===== src/rtl/uart_frame_loader_ctrl.sv =====
// uart_frame_loader_ctrl: moves uart_rx bytes into the image buffer,
// flags frame completion and drops partial frames on inter-byte timeout.
module uart_frame_loader_ctrl #(
  parameter int unsigned IMG_BYTES   = 64800,
  parameter int unsigned ADDR_W      = 16,
  parameter int unsigned TIMEOUT_CYC = 281300
) (
  input  logic              clk,
  input  logic              resetn,
  input  logic              start,
  input  logic              abort,
  input  logic              buf_release,
  input  logic              rx_new,
  input  logic [7:0]        rx_data,
  output logic              rx_clr,
  output logic              mem_we,
  output logic [ADDR_W-1:0] mem_addr,
  output logic [7:0]        mem_wdata,
  output logic              busy,
  output logic              frame_ready,
  output logic              done,
  output logic              err_timeout,
  output logic              overrun,
  output logic [ADDR_W:0]   byte_count
);

  localparam int unsigned TW = $clog2(TIMEOUT_CYC + 1);
  localparam logic [ADDR_W:0] FRAME_LEN =
    (ADDR_W + 1)'(IMG_BYTES);
  localparam logic [TW-1:0] TIME_LIM =
    TW'(TIMEOUT_CYC - 1);

  typedef enum logic [2:0] {
    S_IDLE,
    S_RECV,
    S_WRITE,
    S_FULL,
    S_ERR
  } state_t;

  state_t            state;
  state_t            state_n;
  logic [TW-1:0]     timer;
  logic [TW-1:0]     timer_n;
  logic [ADDR_W:0]   cnt_n;
  logic [ADDR_W:0]   cnt_inc;
  logic [ADDR_W-1:0] addr_n;
  logic [7:0]        wdata_n;
  logic              we_n;
  logic              clr_n;
  logic              done_n;
  logic              ovr_n;
  logic              rx_hit;
  logic              in_frame;

  // rx_new stays high through our own rx_clr cycle; ignore it there
  assign rx_hit   = rx_new & ~rx_clr;
  assign in_frame = (state == S_RECV) || (state == S_WRITE);
  assign cnt_inc  = byte_count + 1'b1;

  always_comb begin
    state_n = state;
    timer_n = timer;
    cnt_n   = byte_count;
    addr_n  = mem_addr;
    wdata_n = mem_wdata;
    ovr_n   = overrun;
    we_n    = 1'b0;
    clr_n   = 1'b0;
    done_n  = 1'b0;
    if (abort) begin
      state_n = S_IDLE;
      ovr_n   = 1'b0;
    end else if (start && !in_frame) begin
      state_n = S_RECV;
      cnt_n   = '0;
      timer_n = '0;
      ovr_n   = 1'b0;
    end else begin
      unique case (state)
        S_RECV: begin
          if (rx_hit) begin
            state_n = S_WRITE;
            we_n    = 1'b1;
            clr_n   = 1'b1;
            addr_n  = byte_count[ADDR_W-1:0];
            wdata_n = rx_data;
            timer_n = '0;
          end else if (byte_count != '0) begin
            if (timer == TIME_LIM) begin
              state_n = S_ERR;
            end else begin
              timer_n = timer + 1'b1;
            end
          end
        end
        S_WRITE: begin
          cnt_n = cnt_inc;
          if (cnt_inc == FRAME_LEN) begin
            state_n = S_FULL;
            done_n  = 1'b1;
          end else begin
            state_n = S_RECV;
          end
        end
        S_IDLE, S_FULL, S_ERR: begin
          if (rx_hit) begin
            clr_n = 1'b1;
            ovr_n = 1'b1;
          end
          if (state == S_FULL && buf_release) begin
            state_n = S_IDLE;
          end
        end
        default: state_n = S_IDLE;
      endcase
    end
  end

  always_ff @(posedge clk or negedge resetn) begin
    if (!resetn) begin
      state       <= S_IDLE;
      timer       <= '0;
      byte_count  <= '0;
      rx_clr      <= 1'b0;
      mem_we      <= 1'b0;
      mem_addr    <= '0;
      mem_wdata   <= '0;
      busy        <= 1'b0;
      frame_ready <= 1'b0;
      done        <= 1'b0;
      err_timeout <= 1'b0;
      overrun     <= 1'b0;
    end else begin
      state       <= state_n;
      timer       <= timer_n;
      byte_count  <= cnt_n;
      rx_clr      <= clr_n;
      mem_we      <= we_n;
      mem_addr    <= addr_n;
      mem_wdata   <= wdata_n;
      busy        <= (state_n == S_RECV) ||
                     (state_n == S_WRITE);
      frame_ready <= (state_n == S_FULL);
      done        <= done_n;
      err_timeout <= (state_n == S_ERR);
      overrun     <= ovr_n;
    end
  end

endmodule

===== config.mk =====
export PLATFORM = sky130hd
export DESIGN_NAME = uart_frame_loader_ctrl
export DESIGN_NICKNAME = d
export VERILOG_FILES = /design/src/rtl/uart_frame_loader_ctrl.sv
export SDC_FILE = /design/constraint.sdc
export NUM_CORES = 1
export LEC_CHECK = 0
export BUFFER_PORTS_ARGS = -buffer_cell sky130_fd_sc_hd__buf_2
export CORE_ASPECT_RATIO = 1.1
export CORE_MARGIN = 1.5
export CORE_UTILIZATION = 41
export DETAILED_ROUTE_END_ITERATION = 8
export HOLD_SLACK_MARGIN = 0.08
export MAX_ROUTING_LAYER = met4
export REMOVE_ABC_BUFFERS = 1
export SLEW_MARGIN = 20
export SYNTH_ARGS = -nofsm -noshare
export SYNTH_HDL_FRONTEND = slang
export SYNTH_SLANG_ARGS = --single-unit

===== constraint.sdc =====
create_clock -name clk -period 6.15 [get_ports clk]
set_clock_uncertainty 0.05 [all_clocks]
set_input_delay 1.23 -clock clk [delete_from_list [all_inputs] [get_ports clk]]
set_output_delay 1.23 -clock clk [all_outputs]
set_load 0.02 [all_outputs]

Yosys cells after proc, flatten, opt, wreduce, memory -nomap -nowiden:

Index checks and enable logic that the tools add are counted.

* order comparisons: 0
* divide/modulo/power cells: 0
* mux-type cells: 30
* equality and inequality tests: 11
* reductions and logical operators: 18
* bitwise gates (word level): 4
* shift operators: 0
* $add $sub $neg: 2
* multipliers: 0

Operators by type and width (count)
* $mux 19: 5
* $mux 17: 2
* $add 19x1->19 const B: 1
* $eq 19x19->1 const B: 1
* $mux 3: 6
* $add 17x1->17 const B: 1
* $eq 17x16->1 const B: 1
* $reduce_bool 17->1: 1
* $mux 1: 15
* $eq 3x2->1 const B: 4
* $pmux 3 s3: 1
* $reduce_bool 3->1: 3
* $reduce_and 4->1: 2
* $eq 3x1->1 const B: 2
* $eq 3x3->1 const B: 2
* $reduce_and 2->1: 2
* $reduce_bool 2->1: 2
* $reduce_or 4->1: 1
* $logic_not 3->1: 1
* $ne 3x3->1 const B: 1
* $not 1->1: 3
* $reduce_or 3->1: 1
* $logic_and 1x1->1: 2
* $logic_or 1x1->1: 2
* other kinds (3): 3

* bits in registers: 70
* bits in latches: 0
* RAM bits: 0
* bits in read-only memories: 0
* word-level logic and storage cells: 77
* output and inout port bits: 48
* input bits: 14
* memories: 0

Longest topological paths before layout:

Gate-level depths: netlist of the first run.

* depth in word-level cells: 9
* mapped depth: 9
* gate-level depth less buffers: 9

Worst setup path after synthesis of the first run:

Ideal clock, no wire load.

* kind: input to register
* from: input start
* to: register timer[17]
* path buffers: 1
* required time: 6.023 ns
* library setup time: 0.077 ns
* setup slack: 3.392 ns
* data arrival time: 2.630 ns
* stages: 6
* cells stage by stage: buf_2 > o21ai_0 > a2111oi_4 > o211ai_1 > or3_1 > a21oi_1

* longest elaborated chain between the ends: 3
* elaborated cells between the ends (all ways): 6
* classes of those cells: eq/ne (1); mux (1); reduce/logical (4)

RTL lines
* from (decl): line 10 `input logic start,`
* $logic_and 1x1->1 (*): line 74 `end else if (start && !in_frame) begin`
* $ne 3x3->1 (no source line), or another cell as far along
* $reduce_and 4->1 (no source line)
* to (signal assigned): line 136 `timer <= timer_n;`
* to (decl): line 43 `logic [TW-1:0] timer;`

Every way passes the cells marked *; elsewhere a longest branch is shown, timed or not.
A chain may end at the register's enable or synchronous reset.

Worst setup path after layout of the first run:

* from: input rx_new
* to: register mem_addr[15]

* longest elaborated chain between the ends: 2

RTL lines
* from (decl): line 13 `input logic rx_new,`
* $and 1x1->1: line 57 `assign rx_hit = rx_new & ~rx_clr;`
* $reduce_and 4->1 (no source line)
* to (signal assigned): line 140 `mem_addr <= addr_n;`
* to (decl): line 17 `output logic [ADDR_W-1:0] mem_addr,`

Every way passes these cells.

==> flow_metrics.tcl, run 1 <==
set metrics [dict create \
    port-buffer-count 61 \
    post_synth_inst_count 376 \
    syn_area_mm2 0.00380 \
    maxSlewViolCount 0 \
    min_period_over_period 0.448 \
    floorplan.rows 36 \
    rr_worst_depth 8 \
    final_period_minus_worst_setup_slack_ns 2.76 \
    place_area_mm2 0.00413 \
    status "complete, no violations" \
    layout.area.seq_mm2 0.00175 \
    synth.top_cells.by_area "sky130_fd_sc_hd__dfrtp_1 46%, sky130_fd_sc_hd__mux2_4 7.5%, sky130_fd_sc_hd__o21ai_0 3.8%" \
    timing.max_slew.rel_slack 0.419 \
    routed_wirelength_um 8730 \
    max_clock_freq_mhz 363 \
    postSynthRegisterBits 70 \
    vias 3054 \
    globalplace.congestion 0.887 \
    n_fill_cell 856 \
    maximum_number_of_pins_on_one_net_before_global_route_repair 71 \
    timing_hold_violations_final 0 \
    critical_path_required_ns 6.33 \
    via_per_inst 5.61 \
    areaGrowthSynthToFinish_pct 14.1 \
    cts_buffer_depth 2 \
    p_leak_uw 0.00206 \
    drt-pass1-iter-count 5 \
    post-route-drc-count 0 \
    setup_fix_bufs_post_cts 0 \
    synthDominantCellAreaShare 0.461 \
    die_w_um 94.7 \
    cell_type_with_the_highest_aggregate_area_in_the_netlist "sky130_fd_sc_hd__dfrtp_1" \
    reg2reg_slack_ns 3.48 \
    main_combinational_cell_family_by_area_after_synthesis "simple AND/OR/NAND/NOR gates" \
    critPathMaxFanout 25 \
    final_layout_size_suffix_gt1_frac 0.258 \
    synth_enable_flop_cells 0 \
    routed_wire_length_per_instance_um 16.1 \
    diodes 0 \
    die-height_um 104 \
    boundaryPins 62 \
    synth-warning-count 0 \
    worst-endpoint-arrival_ns 2.94 \
    ctsHtreeMaxLevel 3 \
    grt_pass1_vias 2963 \
    syn_avg_cell_area_um2 10.1 \
    power.density_mw_per_mm2 242 \
    path_type_of_the_worst_min_delay_path "register to register" \
    setup_viol 0 \
    multiplexer_area_fraction_after_synthesis 0.0956 \
    final_net_count 442 \
    max_cap_violations 0 \
    post_cts_resize_count 0 \
    clock_latency_of_the_later_clocked_register_in_the_worst_skew_pair_ns 0.36 \
    clock_tree.root_cell "sky130_fd_sc_hd__clkbuf_8" \
    clk_transition_reported_paths_ns 0.07 \
    synth_adder_area_share 0.00989 \
    gr-usage-all-layers 0.196 \
    synth-async-reset-ratio 1.00 \
    place.detailed.hpwl_um 5810 \
    worst_pin_slew_ns 0.872 \
    setup_tns_ns 0 \
    area_fraction_in_compound_gates_after_synthesis 0.157 \
    yosysSeqAreaShare 0.461 \
    start_util 0.426 \
    rsz0062_at_grt "no" \
    synth_simple_gate_area_share 0.201 \
    regToRegStartpoint "byte_count[0]$_DFFE_PN0P_" \
    initial_antenna_violation_count 0 \
    number_of_routed_nets_with_antenna_violations 0 \
    synth.distinct_cells 56 \
    holdBufCountCts 0 \
    worst_r2r_end "mem_addr[3]$_DFFE_PN0P_" \
    endpoint "mem_addr[15]$_DFFE_PN0P_" \
    critical_path.startpoint "rx_new" \
    clock-sinks 70 \
    most_used_dff_post_synth "sky130_fd_sc_hd__dfrtp_1" \
    maximum_vdd_ir_drop_mv 0.159 \
    coreArea_mm2 0.00892 \
    global_route_wire_length_before_repair_um 14800 \
    final_design_area_no_fill_mm2 0.00433 \
    tritoncts_clock_tree "built" \
    yosysMostFrequentCell "sky130_fd_sc_hd__dfrtp_1" \
    cts_inserted_buffers 9 \
    detail_route.iter0.violations 120 \
    design.die.area_mm2 0.00985 \
    grt-ovfl-total 0 \
    critical_path_class "input pin to register" \
    timing.critical_path.to_type "register" \
    xor_and_xnor_fraction_of_the_mapped_netlist_area 0.0369 \
    area_of_combinational_cells_with_multiple_inputs_mm2 0.00190 \
    startpoint_type "input pin" \
    yosys-top-cells-count "70 x sky130_fd_sc_hd__dfrtp_1, 38 x sky130_fd_sc_hd__nor2_1, 29 x sky130_fd_sc_hd__o21ai_0" \
]
==> routing by layer <==
metal / vias to the layer above / track usage / wire length (µm)
li1: 1475 / - / -
met1: 1508 / 0.265 / 4250
met2: 61 / 0.287 / 4060
met3: 10 / 0.0402 / 346
met4: 0 / 0.0768 / 74
met5: - / - / 0
==> cell families after synthesis <==
group,after synthesis
AND/OR/NAND/NOR,143
AO/OA/AOI/OAI,88
flip-flops,70
buffers and inverters,30
multiplexers,26
XOR/XNOR,16
adder cells (fa/ha/maj),3
==> report_power, final <==
group          switching, µW  total, µW  internal [µW]
registers               18.3        507            488
logic                   95.5        161           65.7
clock network            181        380            198
==> worst min path at each step <==
stage	from	endpoint	slack, ns	cells after the start
finish	mem_addr[9]$_DFFE_PN0P_	mem_addr[9]$_DFFE_PN0P_	0.46	1
global route	mem_addr[15]$_DFFE_PN0P_	mem_addr[15]$_DFFE_PN0P_	0.47	1
CTS	mem_addr[15]$_DFFE_PN0P_	mem_addr[15]$_DFFE_PN0P_	0.46	1
detailed placement	mem_addr[15]$_DFFE_PN0P_	mem_addr[15]$_DFFE_PN0P_	0.44	1
global placement	overrun$_DFFE_PN0P_	overrun$_DFFE_PN0P_	0.43	2
floorplan	timer[14]$_DFFE_PN0P_	timer[14]$_DFFE_PN0P_	0.40	1
==> placed cells by master, fill, tap and decap left out, types with 8 or more instances in the layout <==
cell                       synthesis  routed
sky130_fd_sc_hd__nor2_1           38      38
sky130_fd_sc_hd__o21ai_0          29      29
sky130_fd_sc_hd__mux2_4           19      19
sky130_fd_sc_hd__buf_2             8      61
sky130_fd_sc_hd__xor2_1           13      13
sky130_fd_sc_hd__clkbuf_8          0      10
sky130_fd_sc_hd__and3_1            9       9
sky130_fd_sc_hd__nand2_1          23      23
sky130_fd_sc_hd__nand3_1          15      15
sky130_fd_sc_hd__dfrtp_1          70      70
sky130_fd_sc_hd__o31ai_1           9       9
sky130_fd_sc_hd__a21oi_1          13      13
sky130_fd_sc_hd__nand4_1          12      12
sky130_fd_sc_hd__nor3_1            8       8
==> registers in the layout (all words and copies together), names as in the netlist, 3 cells and up <==
signal and cells:
mem_wdata 8, mem_addr 16, state 3, timer 19, byte_count 17
==> worst max-delay path, stage by stage <==
cell                       delay (ns)
sky130_fd_sc_hd__buf_2           0.09
sky130_fd_sc_hd__nand2b_1        0.13
sky130_fd_sc_hd__mux2_2          0.29
sky130_fd_sc_hd__nor2_1          0.30
sky130_fd_sc_hd__nand3_4         0.45
sky130_fd_sc_hd__mux2_4          0.45
==> final cells by class <==
cell class | instances | area share
clock buffer | 11 | 0.0326
multi-input combinational | 276 | 0.439
sequential | 70 | 0.404
inverter | 6 | 0.00520
clock inverter | 5 | 0.0136
tap | 114 | 0.0329
timing repair buffer | 62 | 0.0722
==> stage by stage <==
stage / instances / setup slack (ns) / utilization / hold WS, ns / total power, µW
2_1_floorplan: 352 / 3.38 / - / 0.404 / 619
3_3_place_gp: 528 / 3.03 / 0.463 / 0.430 / 676
6_report: 544 / 3.39 / 0.486 / 0.458 / 1050
4_1_cts: 544 / 3.37 / 0.486 / 0.455 / 1070
3_5_place_dp: 528 / 2.98 / 0.463 / 0.436 / 678
5_1_grt: 544 / 3.22 / 0.486 / 0.466 / 1100
Note: power is estimated with default switching activity, not from simulation.
==> run 2: changes to the inputs <==
==> constraint.sdc (replaced) <==
create_clock -name clk -period 2.7 [get_ports clk]
set_clock_uncertainty 0.05 [all_clocks]
set_input_delay 0.54 -clock clk [delete_from_list [all_inputs] [get_ports clk]]
set_output_delay 0.54 -clock clk [all_outputs]
set_load 0.02 [all_outputs]
==> run 2 against run 1 <==
  * Register-to-register slack got worse by 3.3 ns
  * Global-route usage up 1.1 points
  * Largest cell class unchanged
  * Clock power is 150% higher
  * Critical path type is now register to register
  * Sequential share of layout area shrank 1.9 points
  * Critical path depth increased by 2
  * Via count rose by 4.4%
  * First-iteration DRC count increased by 62%
==> flow_metrics.tcl, run 2 (synthesis gave the netlist of run 1 again) <==
set metrics [dict create \
    maximum_vdd_ir_drop_mv 0.385 \
    clock-sinks 70 \
    critical_path_required_ns 2.88 \
    most_common_cell_after_layout_fill_and_taps_aside "sky130_fd_sc_hd__dfrtp_1" \
    global_route_wire_length_before_repair_um 15700 \
    start_util 0.426 \
    routed_wirelength_um 9420 \
    coreArea_mm2 0.00892 \
    port-buffer-count 61 \
    post-route-drc-count 0 \
    final_net_count 464 \
    p_leak_uw 0.00219 \
    layoutNonFillerInstCount 565 \
    die_w_um 94.7 \
    ctsHtreeMaxLevel 3 \
    totalPowerFinal_uw 2470 \
    n_fill_cell 853 \
    path_type_of_the_worst_min_delay_path "input pin to asynchronous set/reset pin" \
    max_cap_violations 0 \
    initial_antenna_violation_count 0 \
    power.density_mw_per_mm2 544 \
    power.share.combinational 0.158 \
    final_design_area_no_fill_mm2 0.00455 \
    final_layout_size_suffix_gt1_frac 0.297 \
    min_period_over_period 0.920 \
    critPathMaxFanout 13 \
    cts_buffer_depth 2 \
    timing.critical_path.to_type "register" \
    p_clk_frac 0.377 \
    number_of_routed_nets_with_antenna_violations 0 \
    die-height_um 104 \
    maximum_number_of_pins_on_one_net_before_global_route_repair 44 \
    p_sw_frac 0.277 \
    power_report.internal_total_uw 1790 \
    vias 3188 \
    setup_tns_ns 0 \
    floorplan.rows 36 \
    pwr-share-seq 0.465 \
    biggestRegsByFlops "timer (19), byte_count (17), mem_addr (16)" \
    boundaryPins 62 \
    startpoint_type "register" \
    max_clock_freq_mhz 403 \
    final_cell_mix "70 x sky130_fd_sc_hd__dfrtp_1, 61 x sky130_fd_sc_hd__buf_2, 38 x sky130_fd_sc_hd__nor2_1, 29 x sky130_fd_sc_hd__o21ai_0, 23 x sky130_fd_sc_hd__nand2_1" \
    place_area_mm2 0.00430 \
    grt_pass1_vias 3148 \
    tritoncts_clock_tree "built" \
    clock_tree.root_cell "sky130_fd_sc_hd__clkbuf_8" \
    gr-usage-all-layers 0.207 \
    routed_wire_length_per_instance_um 16.7 \
    switchingPower_uw 685 \
    timing.max_slew.rel_slack 0.456 \
    final_period_minus_worst_setup_slack_ns 2.48 \
    clk_transition_reported_paths_ns 0.09 \
    via_per_inst 5.64 \
    cts_inserted_buffers 9 \
    globalplace.congestion 0.863 \
    critical_path_class "register to register" \
    number_of_flip_flops_in_the_largest_register 19 \
    timing_hold_violations_final 0 \
    rsz0062_at_grt "no" \
    dpl.cell_count 549 \
    setup_viol 0 \
    drt-pass1-iter-count 4 \
    rr_worst_depth 8 \
    worst_pin_slew_ns 0.816 \
    detail_route.iter0.violations 194 \
    largest-register "timer" \
    areaGrowthSynthToFinish_pct 19.8 \
    grt-ovfl-total 0 \
    clock_latency_of_the_later_clocked_register_in_the_worst_skew_pair_ns 0.36 \
    maxSlewViolCount 0 \
    status "complete, no violations" \
    diodes 0 \
    design.die.area_mm2 0.00985 \
    place.detailed.hpwl_um 6500 \
    worst-endpoint-arrival_ns 2.67 \
]
-- run 2: layer usage --
layer,global-route usage,up-vias,wire [µm],part of all wire
met5,-,-,0,0
met4,0.0650,0,136,0.014
met3,0.0358,14,531,0.056
met2,0.324,80,4560,0.48
met1,0.272,1566,4200,0.45
li1,-,1528,-,-
-- run 2: power by group through the flow --
stage / combinational (µW) / sequential (µW) / clock, µW
after floorplan: 165 / 1250 / 0
after global placement: 382 / 1170 / 0
after detailed placement: 390 / 1170 / 0
after CTS: 390 / 1150 / 953
after global routing: 425 / 1160 / 1000
final: 391 / 1150 / 933
-- run 2: area by class of cell --
type	count	area, µm²	share of cell area
clock buffer	9	124	0.0272
clock inverter	6	87.6	0.0193
inverter	6	22.5	0.00495
multi-input combinational	277	1940	0.426
sequential	70	1750	0.385
tap	114	143	0.0314
timing repair buffer	83	483	0.106
-- run 2: final timing paths --
kind / from / to / slack [ns]
min in group clk: rx_data[2] / mem_wdata[2]$_DFFE_PN0P_ / 0.36
max: byte_count[0]$_DFFE_PN0P_ / mem_addr[5]$_DFFE_PN0P_ / 0.22
min reg2reg: mem_addr[2]$_DFFE_PN0P_ / mem_addr[2]$_DFFE_PN0P_ / 0.45
min: resetn / timer[9]$_DFFE_PN0P_ / 0.17
max reg2reg: byte_count[0]$_DFFE_PN0P_ / mem_addr[5]$_DFFE_PN0P_ / 0.22
max in group asynchronous: resetn / byte_count[3]$_DFFE_PN0P_ / 1.74
-- run 2: per-stage QoR --
step / hold slack (ns) / setup WS [ns] / util
floorplan: 0.194 / 0.309 / -
global placement: 0.431 / 0.152 / 0.482
detailed placement: 0.436 / 0.141 / 0.482
CTS: 0.205 / 0.131 / 0.506
global route: 0.218 / 0.0367 / 0.510
finish: 0.174 / 0.217 / 0.510
-- run 2: critical path, stage by stage, from the launching register on --
cell and delay, ns:
sky130_fd_sc_hd__dfrtp_1 0.47, sky130_fd_sc_hd__inv_1 0.07, sky130_fd_sc_hd__ha_1 0.20, sky130_fd_sc_hd__nor4b_2 0.15, sky130_fd_sc_hd__and4_1 0.24, sky130_fd_sc_hd__and3b_1 0.24
sky130_fd_sc_hd__o32a_2 0.24, sky130_fd_sc_hd__nand3_4 0.29, sky130_fd_sc_hd__mux2_4 0.41
-- run 2: repair_timing --
action / CTS / global route
setup endpoints to repair: 0 / 24
endpoints found under the hold margin: 0 / 0
buffers inserted: 0 / 0
hold buffers: 0 / 0
gates resized for setup: 0 / 3
